<file path="src/rtl/imem_boot_loader_if.sv">
// Byte-stream input and memory write port of the instruction-memory boot loader.
// A byte transfers on a rising edge where in_valid && in_ready; in_data is don't-care otherwise.
interface imem_boot_loader_if #(
    parameter int ADDR_WIDTH = 10
);
    logic [7:0]            in_data;
    logic                  in_valid;
    logic                  in_ready;
    logic                  mem_we;
    logic [ADDR_WIDTH-1:0] mem_addr;
    logic [31:0]           mem_wdata;

    modport master (
        output in_data, in_valid,
        input  in_ready, mem_we, mem_addr, mem_wdata
    );

    modport slave (
        input  in_data, in_valid,
        output in_ready, mem_we, mem_addr, mem_wdata
    );
endinterface

</file>
<file path="src/rtl/imem_boot_loader.sv">
// Loads a framed, XOR-checksummed program image into CPU memory and releases
// the CPU from reset only once the whole image has been written and verified.
module imem_boot_loader #(
    parameter int ADDR_WIDTH = 10,
    parameter int BASE_ADDR  = 0,
    parameter int MAX_WORDS  = 1024
) (
    input  logic                  clk,
    input  logic                  reset,
    imem_boot_loader_if.slave     bus,
    input  logic                  restart,
    output logic                  cpu_reset,
    output logic                  load_done,
    output logic                  load_error,
    output logic [ADDR_WIDTH:0]   words_loaded,
    output logic [2:0]            state_dbg
);

    typedef enum logic [2:0] {
        CNT_HI = 3'd0,
        CNT_LO = 3'd1,
        DATA   = 3'd2,
        CHECK  = 3'd3,
        RUN    = 3'd4,
        ERROR  = 3'd5
    } state_t;

    state_t      state;
    state_t      state_nxt;
    logic        armed;
    logic [7:0]  count_hi;
    logic [15:0] words_total;
    logic [1:0]  byte_idx;
    logic [23:0] asm_q;
    logic [7:0]  csum;

    logic        rdy;
    logic        accept;
    logic [15:0] cnt_full;
    logic        cnt_too_big;
    logic        word_done;
    logic        last_word;
    logic        restart_clear;

    // armed keeps in_ready low until the first edge after reset release
    assign rdy          = armed && (state == CNT_HI || state == CNT_LO ||
                                    state == DATA   || state == CHECK);
    assign bus.in_ready = rdy;
    assign accept       = bus.in_valid && rdy;
    assign cnt_full     = {count_hi, bus.in_data};
    assign cnt_too_big  = 32'(cnt_full) > 32'(MAX_WORDS);
    assign word_done    = accept && (state == DATA) && (byte_idx == 2'd3);
    // The previous word's write has always retired before the next 4th byte,
    // so words_loaded counts every word assembled before this one.
    assign last_word    = (16'(words_loaded) + 16'd1) == words_total;
    assign restart_clear = restart && (state == RUN || state == ERROR);
    assign state_dbg    = state;

    always_ff @(posedge clk or negedge reset) begin
        if (!reset) state <= CNT_HI;
        else        state <= state_nxt;
    end

    always_comb begin
        state_nxt  = state;
        cpu_reset  = 1'b1;
        load_done  = 1'b0;
        load_error = 1'b0;
        case (state)
            CNT_HI: if (accept) state_nxt = CNT_LO;
            CNT_LO: begin
                if (accept) begin
                    if (cnt_too_big)        state_nxt = ERROR;
                    else if (cnt_full == 0) state_nxt = CHECK;
                    else                    state_nxt = DATA;
                end
            end
            DATA:   if (word_done && last_word) state_nxt = CHECK;
            CHECK:  if (accept) state_nxt = (bus.in_data == csum) ? RUN : ERROR;
            RUN: begin
                cpu_reset = 1'b0;
                load_done = 1'b1;
                if (restart) state_nxt = CNT_HI;
            end
            ERROR: begin
                load_error = 1'b1;
                if (restart) state_nxt = CNT_HI;
            end
            default: state_nxt = CNT_HI;
        endcase
    end

    always_ff @(posedge clk or negedge reset) begin
        if (!reset) begin
            armed         <= 1'b0;
            count_hi      <= 8'd0;
            words_total   <= 16'd0;
            byte_idx      <= 2'd0;
            asm_q         <= 24'd0;
            csum          <= 8'd0;
            words_loaded  <= '0;
            bus.mem_we    <= 1'b0;
            bus.mem_addr  <= ADDR_WIDTH'(BASE_ADDR);
            bus.mem_wdata <= 32'd0;
        end else begin
            armed      <= 1'b1;
            bus.mem_we <= word_done;
            if (accept && state != CHECK) csum <= csum ^ bus.in_data;
            if (accept) begin
                case (state)
                    CNT_HI: count_hi <= bus.in_data;
                    CNT_LO: begin
                        words_total <= cnt_full;
                        byte_idx    <= 2'd0;
                    end
                    DATA: begin
                        asm_q    <= {asm_q[15:0], bus.in_data};
                        byte_idx <= byte_idx + 2'd1;
                    end
                    default: ;
                endcase
            end
            if (word_done) begin
                bus.mem_addr  <= ADDR_WIDTH'(BASE_ADDR) + words_loaded[ADDR_WIDTH-1:0];
                bus.mem_wdata <= {asm_q, bus.in_data};
                words_loaded  <= words_loaded + 1'b1;
            end
            if (restart_clear) begin
                words_loaded <= '0;
                csum         <= 8'd0;
                byte_idx     <= 2'd0;
            end
        end
    end

endmodule
</file>
<file path="src/flat_wrapper.sv">
// flat-port wrapper written by rule: the top's interface ports become plain ports
module imem_boot_loader_flat 
#(
    parameter int ADDR_WIDTH = 10,
    parameter int BASE_ADDR  = 0,
    parameter int MAX_WORDS  = 1024
)
  (clk, reset, restart, cpu_reset, load_done, load_error, words_loaded, state_dbg, bus_in_data, bus_in_valid, bus_in_ready, bus_mem_we, bus_mem_addr, bus_mem_wdata);
  imem_boot_loader_if #(.ADDR_WIDTH(ADDR_WIDTH)) bus_i ();
  input  logic clk;
  input  logic reset;
  input  logic restart;
  output logic cpu_reset;
  output logic load_done;
  output logic load_error;
  output logic [ADDR_WIDTH:0] words_loaded;
  output logic [2:0] state_dbg;
  input wire logic [$bits(bus_i.in_data)-1:0] bus_in_data;
  input wire logic [$bits(bus_i.in_valid)-1:0] bus_in_valid;
  output wire logic [$bits(bus_i.in_ready)-1:0] bus_in_ready;
  output wire logic [$bits(bus_i.mem_we)-1:0] bus_mem_we;
  output wire logic [$bits(bus_i.mem_addr)-1:0] bus_mem_addr;
  output wire logic [$bits(bus_i.mem_wdata)-1:0] bus_mem_wdata;
  assign bus_i.in_data = bus_in_data;
  assign bus_i.in_valid = bus_in_valid;
  assign bus_in_ready = bus_i.in_ready;
  assign bus_mem_we = bus_i.mem_we;
  assign bus_mem_addr = bus_i.mem_addr;
  assign bus_mem_wdata = bus_i.mem_wdata;
  imem_boot_loader #(.ADDR_WIDTH(ADDR_WIDTH), .BASE_ADDR(BASE_ADDR), .MAX_WORDS(MAX_WORDS)) u_core (.clk(clk), .reset(reset), .bus(bus_i), .restart(restart), .cpu_reset(cpu_reset), .load_done(load_done), .load_error(load_error), .words_loaded(words_loaded), .state_dbg(state_dbg));
endmodule
</file>
<file path="config.mk">
export PLATFORM = sky130hd
export DESIGN_NAME = imem_boot_loader_flat
export DESIGN_NICKNAME = d
export VERILOG_FILES = /design/src/rtl/imem_boot_loader_if.sv /design/src/rtl/imem_boot_loader.sv /design/src/flat_wrapper.sv
export SDC_FILE = /design/constraint.sdc
export NUM_CORES = 1
export LEC_CHECK = 0
export CORE_AREA = 5 5 120 122
export DETAILED_ROUTE_END_ITERATION = 8
export DIE_AREA = 0 0 125 127
export PLACE_DENSITY = 0.72
export SYNTH_ARGS = -nofsm -noshare
export SYNTH_HDL_FRONTEND = slang
export SYNTH_SLANG_ARGS = --single-unit
export TNS_END_PERCENT = 50
</file>
<file path="constraint.sdc">
create_clock -name clk -period 2.7 [get_ports clk]
set_input_delay 0.81 -clock clk [delete_from_list [all_inputs] [get_ports clk]]
set_output_delay 0.81 -clock clk [all_outputs]
set_load 0.005 [all_outputs]
</file>
-- Word-level counts from Yosys, hierarchy flattened
Index checks and enable logic that the tools add are counted.
- register bits after elaboration: 116
- input bits: 12
- output and inout bits: 61
- logic and storage cells: 72
- reduce and logical (&&, ||, !) cells: 23
- order comparisons: 1
- mux-type cells: 19
- bitwise operators: 1
- $add $sub $neg: 3
- equal/unequal tests: 14
- operator list (cell ; count):
    $mux 11 ; 2
    $mux 3 ; 6
    $eq 16x16->1 ; 1
    $gt 16x11->1 const B ; 1
    $logic_not 16->1 ; 1
    $mux 8 ; 2
    $pmux 3 s5 ; 1
    $add 11x1->12 const B ; 1
    $add 11x1->11 const B ; 1
    $eq 8x8->1 ; 1
    $ne 2x1->1 const B ; 4
    $reduce_and 2->1 ; 4
    $xor 8x8->8 ; 1
    $logic_and 1x1->1 ; 7
    $eq 3x2->1 const B ; 2
    $eq 3x3->1 const B ; 2
    $reduce_bool 2->1 ; 3
    $mux 1 ; 5
    $reduce_and 5->1 ; 1
    $logic_or 1x1->1 ; 4
    $mux 2 ; 2
    $pmux 2 s2 ; 1
    $eq 3x1->1 const B ; 1
    $logic_not 3->1 ; 1
    other kinds (6) ; 6

-- Depth between registers and ports, before layout
Gate-level depths: netlist of run 1.
- depth after elaboration: 11
- gate-level depth with buffers: 9
- gate-level depth less buffers: 7

-- Least setup slack after synthesis of run 1
Ideal clock, no wire load.
- path kind: in2reg
- start point: in bus_in_valid
- end point: reg u_core.asm_q[18]
- path buffers: 2
- setup time: 0.125 ns
- setup slack: 0.684 ns
- data required time: 2.575 ns
- data arrival time: 1.891 ns
- stages: 5
- path through: nand3b_1 -> nor2b_1 -> buf_2 -> buf_2 -> mux2_2
- word-level cells in the longest chain between the ends: 2
- ends and longest elaborated chain (element ; line ; source):
    from (decl) ; flat_wrapper.sv:19 ; input wire logic [$bits(bus_i.in_valid)-1:0] bus_in_valid;
    $logic_and 1x1->1 ; imem_boot_loader.sv:49 ; assign accept = bus.in_valid && rdy;
    $reduce_and 2->1 (no source line) ; n/a ;
    to (signal assigned) ; imem_boot_loader.sv:117 ; asm_q <= {asm_q[15:0], bus.in_data};
    to (decl) ; imem_boot_loader.sv:34 ; logic [23:0] asm_q;
No other way between the ends.
A chain may end at the register's enable or synchronous reset.

-- Final worst setup path of run 1
- start point: reg u_core.state[1] (netlist: u_core.state_dbg[1])
- end point: out load_error
- word-level cells in the longest chain between the ends: 2
- ends and longest elaborated chain (element ; line ; source):
    from (decl) ; imem_boot_loader.sv:28 ; state_t state;
    from (signal assigned) ; imem_boot_loader.sv:61 ; else state <= state_nxt;
    $eq 3x3->1 ; imem_boot_loader.sv:69 ; case (state)
    $mux 1 ; imem_boot_loader.sv:69 ;
    to (decl) ; flat_wrapper.sv:15 ; output logic load_error;
No other way between the ends.

==> results.md, run 1 <==
* Status: finished, final reports clean
* Max VDD drop at roughly 0.78 mV
* Post-route setup TNS at 0 ns
* Worst Path Max Fanout at 12
* Die Area at roughly 16,000 µm²
* Placed Instance Area at 6180 µm²
* Die height at 127 µm
* CP startpoint: u_core.state_dbg[1]
* DP HPWL at between 8000 and 9000 µm
* Dpl cells at about 740
* Ratio of cells with drive above 1 in the final layout at between 15 and 20%
* Critical path endpoint category: output port
* Reg2reg end: u_core.state_dbg[0]
* Tmin final at between 2 and 3 ns
* P_int at ~4.4 mW
* Hold crit path type: in2async
* Worst Tran Pin Value at between 0.5 and 0.6 ns
* Final cell count without fillers at slightly below 800
* Buffers on Ports at around 70
* Final Hold Viols at 0
* Via/cell ratio at 5.08
* Number of remaining DRC errors at 0
* Reg2reg start: u_core.words_loaded[0]
* Die W at approximately 130 µm
* Final period utilization at between 90% and 100%
* Reg2Reg Depth at 7
* H-tree depth at 4
* Max Slew Vio Count at 0
* Post-Syn Nets at slightly above 500
* WP data arrival at around 1.8 ns
* Clk_lat worst skew at about 0.4 ns
* Max Clk Rate at 0.381 GHz
* Largest net degree at the start of global routing at 46
* Worst R2R Setup Slack at about 0.36 ns
* Max Cap Viol at 0
* DRT iter0 DRCs at ~200
* CTS sink count at ~120
* Gate power share at about 17%
* Clock network fraction of total power at 42.5%
* Critical path class: reg2out
* CTS Root Cell: clkbuf_16
* Reg power frac at 40.6%
* Total number of vias at ~3,900
* Crit start category: flop
* # fillers at 1,120
* Net Sw Frac at 26.4%
* Static Leak at between 3 and 4 nW
* Initial core utilization at between 30% and 40%
* Top_reg_cell synth: dfrtp_1
* Avg WL per Cell at between 15 and 20 µm
* Post-layout nets at between 500 and 600
* Cells after Synth at around 500
* First-pass GRT wire length at 20,900 µm
* Initial antenna violation count at 0
* Power density cells at 871 nW/µm²
* Hold Worst Slack at 0.384 ns
* RePlAce Congestion at 0.830
* Synth unique cells at 51
* CTS Buffer Depth at 2
* Area delta synth->final at 33.2%
* Fin area at 6860 µm²
* Count of final setup violators at 0
* Placement Rows at 42
* Tot Pwr at around 6 mW
* Yosys reg bits at 116
* Routed Antenna Nets at 0
* Crit path to: load_error
* Worst path required time at approximately 1.9 ns
* All-Layer GR Usage at between 10% and 20%
* Post-Syn Area at ~5000 µm²
* Sw Pwr at roughly 1.6 mW
* Avg Cell Area, Syn at 10.4 µm²
* Io pins at 73
* EDFF count, synth at 0
* Post-CTS Hold Fix Bufs at 0
* Routed WL at roughly 13,000 µm
* Sequential share of the synthesized area at approximately 56%
* Worst-path clk slew at ~0.050 ns
* TritonCTS clock tree: built
* Pre-antenna DRT Iters at 4
* Cts bufs inserted at 17
* Worst Skew at ~0.013 ns
* Global route total overflow at 0
* Slew margin rel. at between 60 and 70%
* Core Footprint at around 13,000 µm²
* Antenna Cells at 0
* Post-synth ARST share at 100%
* Number of global-route vias before repair at about 4,000
* Yosys warning total at 0
==> worst min path at each step <==
stage,from,to,cells after the start
6_report,reset,u_core.bus.mem_wdata[27],1
5_1_grt,reset,u_core.bus.mem_wdata[20],1
4_1_cts,reset,u_core.bus.mem_wdata[20],1
3_5_place_dp,u_core.asm_q[21],u_core.bus.mem_wdata[29],2
3_3_place_gp,u_core.asm_q[18],u_core.bus.mem_wdata[26],2
2_1_floorplan,u_core.asm_q[16],u_core.bus.mem_wdata[24],2
==> metal layers <==
metal,GRT usage (%),up-vias,wire [µm]
met5,0,-,0
met4,4.59,0,195
met3,5.51,17,788
met2,27.4,138,6340
met1,20.4,1928,5300
li1,-,1826,-
==> sequential cells by signal (all words and copies together), names as in the netlist, 2 cells and up <==
name                  flops
u_core.state_dbg          3
u_core.asm_q             24
u_core.bus.mem_wdata     32
u_core.count_hi           8
u_core.csum               8
u_core.words_loaded      11
u_core.bus.mem_addr      10
u_core.words_total       16
u_core.byte_idx           2
==> cells in the final DEF, fill, tap and decap left out, types with 6 or more instances in the layout <==
| cell type | count |
|---|---|
| dfrtp_1 | 115 |
| buf_4 | 17 |
| o21ai_0 | 17 |
| nor2_1 | 25 |
| xnor2_1 | 12 |
| bufinv_16 | 6 |
| nor4_1 | 8 |
| inv_1 | 6 |
| nand2_1 | 145 |
| xor2_1 | 20 |
| clkbuf_16 | 17 |
| mux2_2 | 44 |
| nand3_1 | 10 |
| clkdlybuf4s50_1 | 71 |
==> cell families (layout without fill, tap and decap cells) <==
family	after synthesis	count (layout)	share of synthesized area [%]
xor gates and xnor gates	32	32	5.44
and+or+nand+nor	221	221	18.8
muxes	49	49	10.7
adders and majority gates	2	2	0.486
buffers and inverters	31	132	3.04
AOI/OAI and AO/OA	41	41	5.08
DFF	116	116	56.4
other	1	1	0.0728
==> Yosys cell counts, drive strengths merged, types with 2 or more instances <==
master   number  area share, %
or4           2           0.29
buf          17            2.0
xnor2        12            2.0
ha            2           0.49
a21oi         4           0.39
inv           7           0.51
o31ai         3           0.44
nand2b        2           0.24
nor2b         4           0.49
xor2         20            3.4
mux2         49             11
o2bb2ai       2           0.34
o21ai        22            2.1
a31oi         2           0.24
nand4         5           0.73
nor3          6           0.68
dfrtp       116             56
nand3        10           0.97
nand2       146             11
clkbuf        7           0.53
nor2         25            1.8
and3          4           0.68
nor4          8           0.97
==> final cells by class <==
class | instances | area (µm²) | area share, %
clock buffers | 19 | 443 | 6.46
clock inverters | 13 | 229 | 3.34
inverters | 7 | 26.3 | 0.383
multi-input cells | 346 | 2100 | 30.6
flip-flops and latches | 116 | 2900 | 42.3
well taps | 176 | 220 | 3.21
repair buffers | 93 | 938 | 13.7
==> power by group through the flow <==
stage / Sequential [mW] / Clock, mW / Combinational [mW]
after floorplan: 2.31 / 0 / 0.721
after global placement: 2.41 / 0 / 0.940
after detailed placement: 2.43 / 0 / 0.980
after CTS: 2.41 / 2.57 / 1.02
after global routing: 2.46 / 2.66 / 1.11
final: 2.42 / 2.54 / 1.01
==> critical path, cell delays in order, from the launching register on <==
cell and delay, ns:
dfrtp_1 0.53, nand2b_1 0.25, nor2_1 0.12, clkdlybuf4s50_1 0.52
==> what timing repair did <==
action	in CTS	in global routing
resized for setup	0	2
setup endpoints to repair	0	2
setup buffers	0	0
==> metrics by stage <==
stage | setup slack, ns | utilization (%)
6_report | 0.0757 | 52.4
5_1_grt | -0.0151 | 52.4
4_1_cts | 0.0661 | 52.4
3_5_place_dp | 0.102 | 47.3
3_3_place_gp | 0.154 | 47.3
2_1_floorplan | 0.684 | -
No activity file was read; power rests on OpenSTA's default activity.
==> inputs of run 2 (changes only) <==
CTS_CLUSTER_SIZE = 14   (was default)
SLEW_MARGIN = 20   (was default)
==> results of run 2 <==
No change in the layout: final DEF, timing and power equal those of run 1.
==> inputs of run 3 (changes only) <==
CORE_AREA = 2 2 117 119   (was 5 5 120 122)
CTS_CLUSTER_SIZE = 16   (was 14)
DIE_AREA = 0 0 119 121   (was 0 0 125 127)
==> results.md, run 3 (synthesis results as in run 1) <==
* Routed WL at 12,000 µm (-4.7%)
* Slew margin rel. at 62.5% (-2.1 points)
* Number of remaining DRC errors at 0 (unchanged)
* Final period utilization at 96.1% (-1.1 points)
* Hold crit path type: in2async
* First-pass GRT wire length at 20,300 µm (-3.1%)
* Initial antenna violation count at 0 (unchanged)
* Tmin final at 2.60 ns (-0.0288 ns)
* Total number of vias at 3,871 (-0.97%)
* Die height at 121 µm (-4.7%)
* Worst Skew at 0.00628 ns (-0.00682 ns)
* Post-layout nets at 596 (+0.17%)
* Placement Rows at 42 (unchanged)
* Pre-antenna DRT Iters at 4 (unchanged)
* Core Footprint at 13,100 µm² (unchanged)
* Number of global-route vias before repair at 4,012 (-0.91%)
* CP max-delay cell: clkdlybuf4s50_1
* Global route total overflow at 0 (unchanged)
* Max Slew Vio Count at 0 (unchanged)
* Max VDD drop at 0.575 mV (-26%)
* CTS Buffer Depth at 2 (unchanged)
* All-Layer GR Usage at 18.2% (+1.8 points)
* Status: finished, final reports clean
* Critical path endpoint category: output port
* Reg2Reg Depth at 7 (unchanged)
* Final core occ at 52.4% (about the same)
* Die Area at 14,400 µm² (-9.3%)
* Max Cap Viol at 0 (unchanged)
* Tot Pwr at 5.94 mW (-0.52%)
* Final Hold Viols at 0 (unchanged)
* Die W at 119 µm (-4.8%)
* Initial core utilization at 39.4% (unchanged)
* RePlAce Congestion at 0.817 (-1.6%)
* Most frequent cells in the layout: 145 x nand2_1, 116 x dfrtp_1, 71 x clkdlybuf4s50_1
* Hold Worst Slack at 0.327 ns (-0.0576 ns)
* CP peak stage delay at 0.52 ns (about the same)
* Routed Antenna Nets at 0 (unchanged)
* CTS sink count at 116 (unchanged)
* Placed Instance Area at 6180 µm² (about the same)
* Via/cell ratio at 5.02 (-1.1%)
* H-tree depth at 4 (unchanged)
* Power density cells at 866 nW/µm² (-0.54%)
* Max Clk Rate at 0.385 GHz (+1.1%)
* TritonCTS clock tree: built
* Antenna Cells at 0 (unchanged)
* Area delta synth->final at 33.2% (about the same)
* RSZ-0062 raised after global routing: no
* Worst path required time at 1.89 ns (about the same)
* Avg WL per Cell at 15.6 µm (-4.8%)
* Max FFs per register at 32 (unchanged)
* Buffers on Ports at 72 (unchanged)
* Worst Tran Pin Value at 0.561 ns (+0.0290 ns)
* Largest reg by FF count: u_core.bus.mem_wdata
* Critical path class: reg2out
* Fin area at 6860 µm² (about the same)
* Cts bufs inserted at 17 (unchanged)
* Post-route setup TNS at 0 ns (unchanged)
* Clk_lat worst skew at 0.41 ns (about the same)
* Count of final setup violators at 0 (unchanged)
* CP Cell Sequence: nand2b_1 > nor2_1 > clkdlybuf4s50_1
* DP HPWL at 8220 µm (-3.9%)
* WP data arrival at 1.79 ns (-0.02 ns)
* CTS Root Cell: clkbuf_16
* Worst Path Max Fanout at 12 (unchanged)
* Post-CTS Hold Fix Bufs at 0 (unchanged)
* DRT iter0 DRCs at 222 (+8.8%)
* Most common cell after layout, fill and taps aside: nand2_1
* Ratio of cells with drive above 1 in the final layout at 18.3% (-0.031 points)
* Crit start category: flop
* Static Leak at 3.24 nW (+0.55%)
* Largest net degree at the start of global routing at 48 (+4.3%)
* Largest regs: u_core.bus.mem_wdata (32), u_core.asm_q (24), u_core.words_total (16)
* Worst-path clk slew at 0.05 ns (about the same)
* Io pins at 73 (unchanged)
-- run 3: changes by cell type in the layout (fill, tap and decap cells not counted) --
cell / change
inv_6: -1
buf_4: +2
clkbuf_8: +5
dfrtp_2: -1
bufinv_16: -1
dfrtp_1: +1
buf_12: -1
clkinvlp_4: -3
-- run 3: per-stage QoR --
| stage | cells | setup slack [ns] |
|---|---|---|
| finish | 771 | 0.104 |
| global route | 771 | 0.0101 |
| CTS | 771 | 0.0460 |
| detailed placement | 739 | 0.101 |
| global placement | 739 | 0.143 |
| floorplan | 493 | 0.684 |
-- run 3: power by group --
part | switching, mW | total, mW | leakage, nW | internal, mW
combinational | 0.427 | 0.987 | 1.36 | 0.561
sequential | 0.343 | 2.43 | 1.55 | 2.08
clock | 0.749 | 2.53 | 0.332 | 1.78
total | 1.52 | 5.94 | 3.24 | 4.43
-- run 3: area by class of cell --
type	count	area, µm²
fill	1094	6220
sequential	116	2900
multi-input combinational	346	2100
timing repair buffer	94	933
clock buffer	24	512
tap	176	220
clock inverter	8	168
inverter	7	26.3
-- run 3: worst paths after layout --
path	from	endpoint	slack [ns]
worst max-delay path	u_core.state_dbg[1]	load_error	0.10
min in group clk	u_core.asm_q[18]	u_core.bus.mem_wdata[26]	0.47
worst max register to register	u_core.words_loaded[0]	u_core.state_dbg[0]	0.31
worst min register to register	u_core.asm_q[18]	u_core.bus.mem_wdata[26]	0.47
max in group asynchronous	reset	u_core.bus.mem_addr[8]	1.73
worst min-delay path	reset	u_core.bus.mem_wdata[20]	0.33
-- run 3: repair_timing --
item	in CTS	in global routing
buffers inserted	0	0
endpoints found under the hold margin	0	0
endpoints found under the setup margin	0	1
resized for setup	0	1
-- run 3: metal layers --
layer,up-vias,share of wire [%],global-route usage [%]
li1,1833,-,-
met5,-,0,0
met2,95,49,30.1
met4,0,1.2,5.95
met3,11,5.2,5.22
met1,1932,44,23.0
-- run 3: worst max-delay path, delay by kind of cell (launching register included) --
family                 cells  cell delay [ns]
AND/OR/NAND/NOR            2             0.35
buffers and inverters      1             0.52
flip-flops                 1             0.51
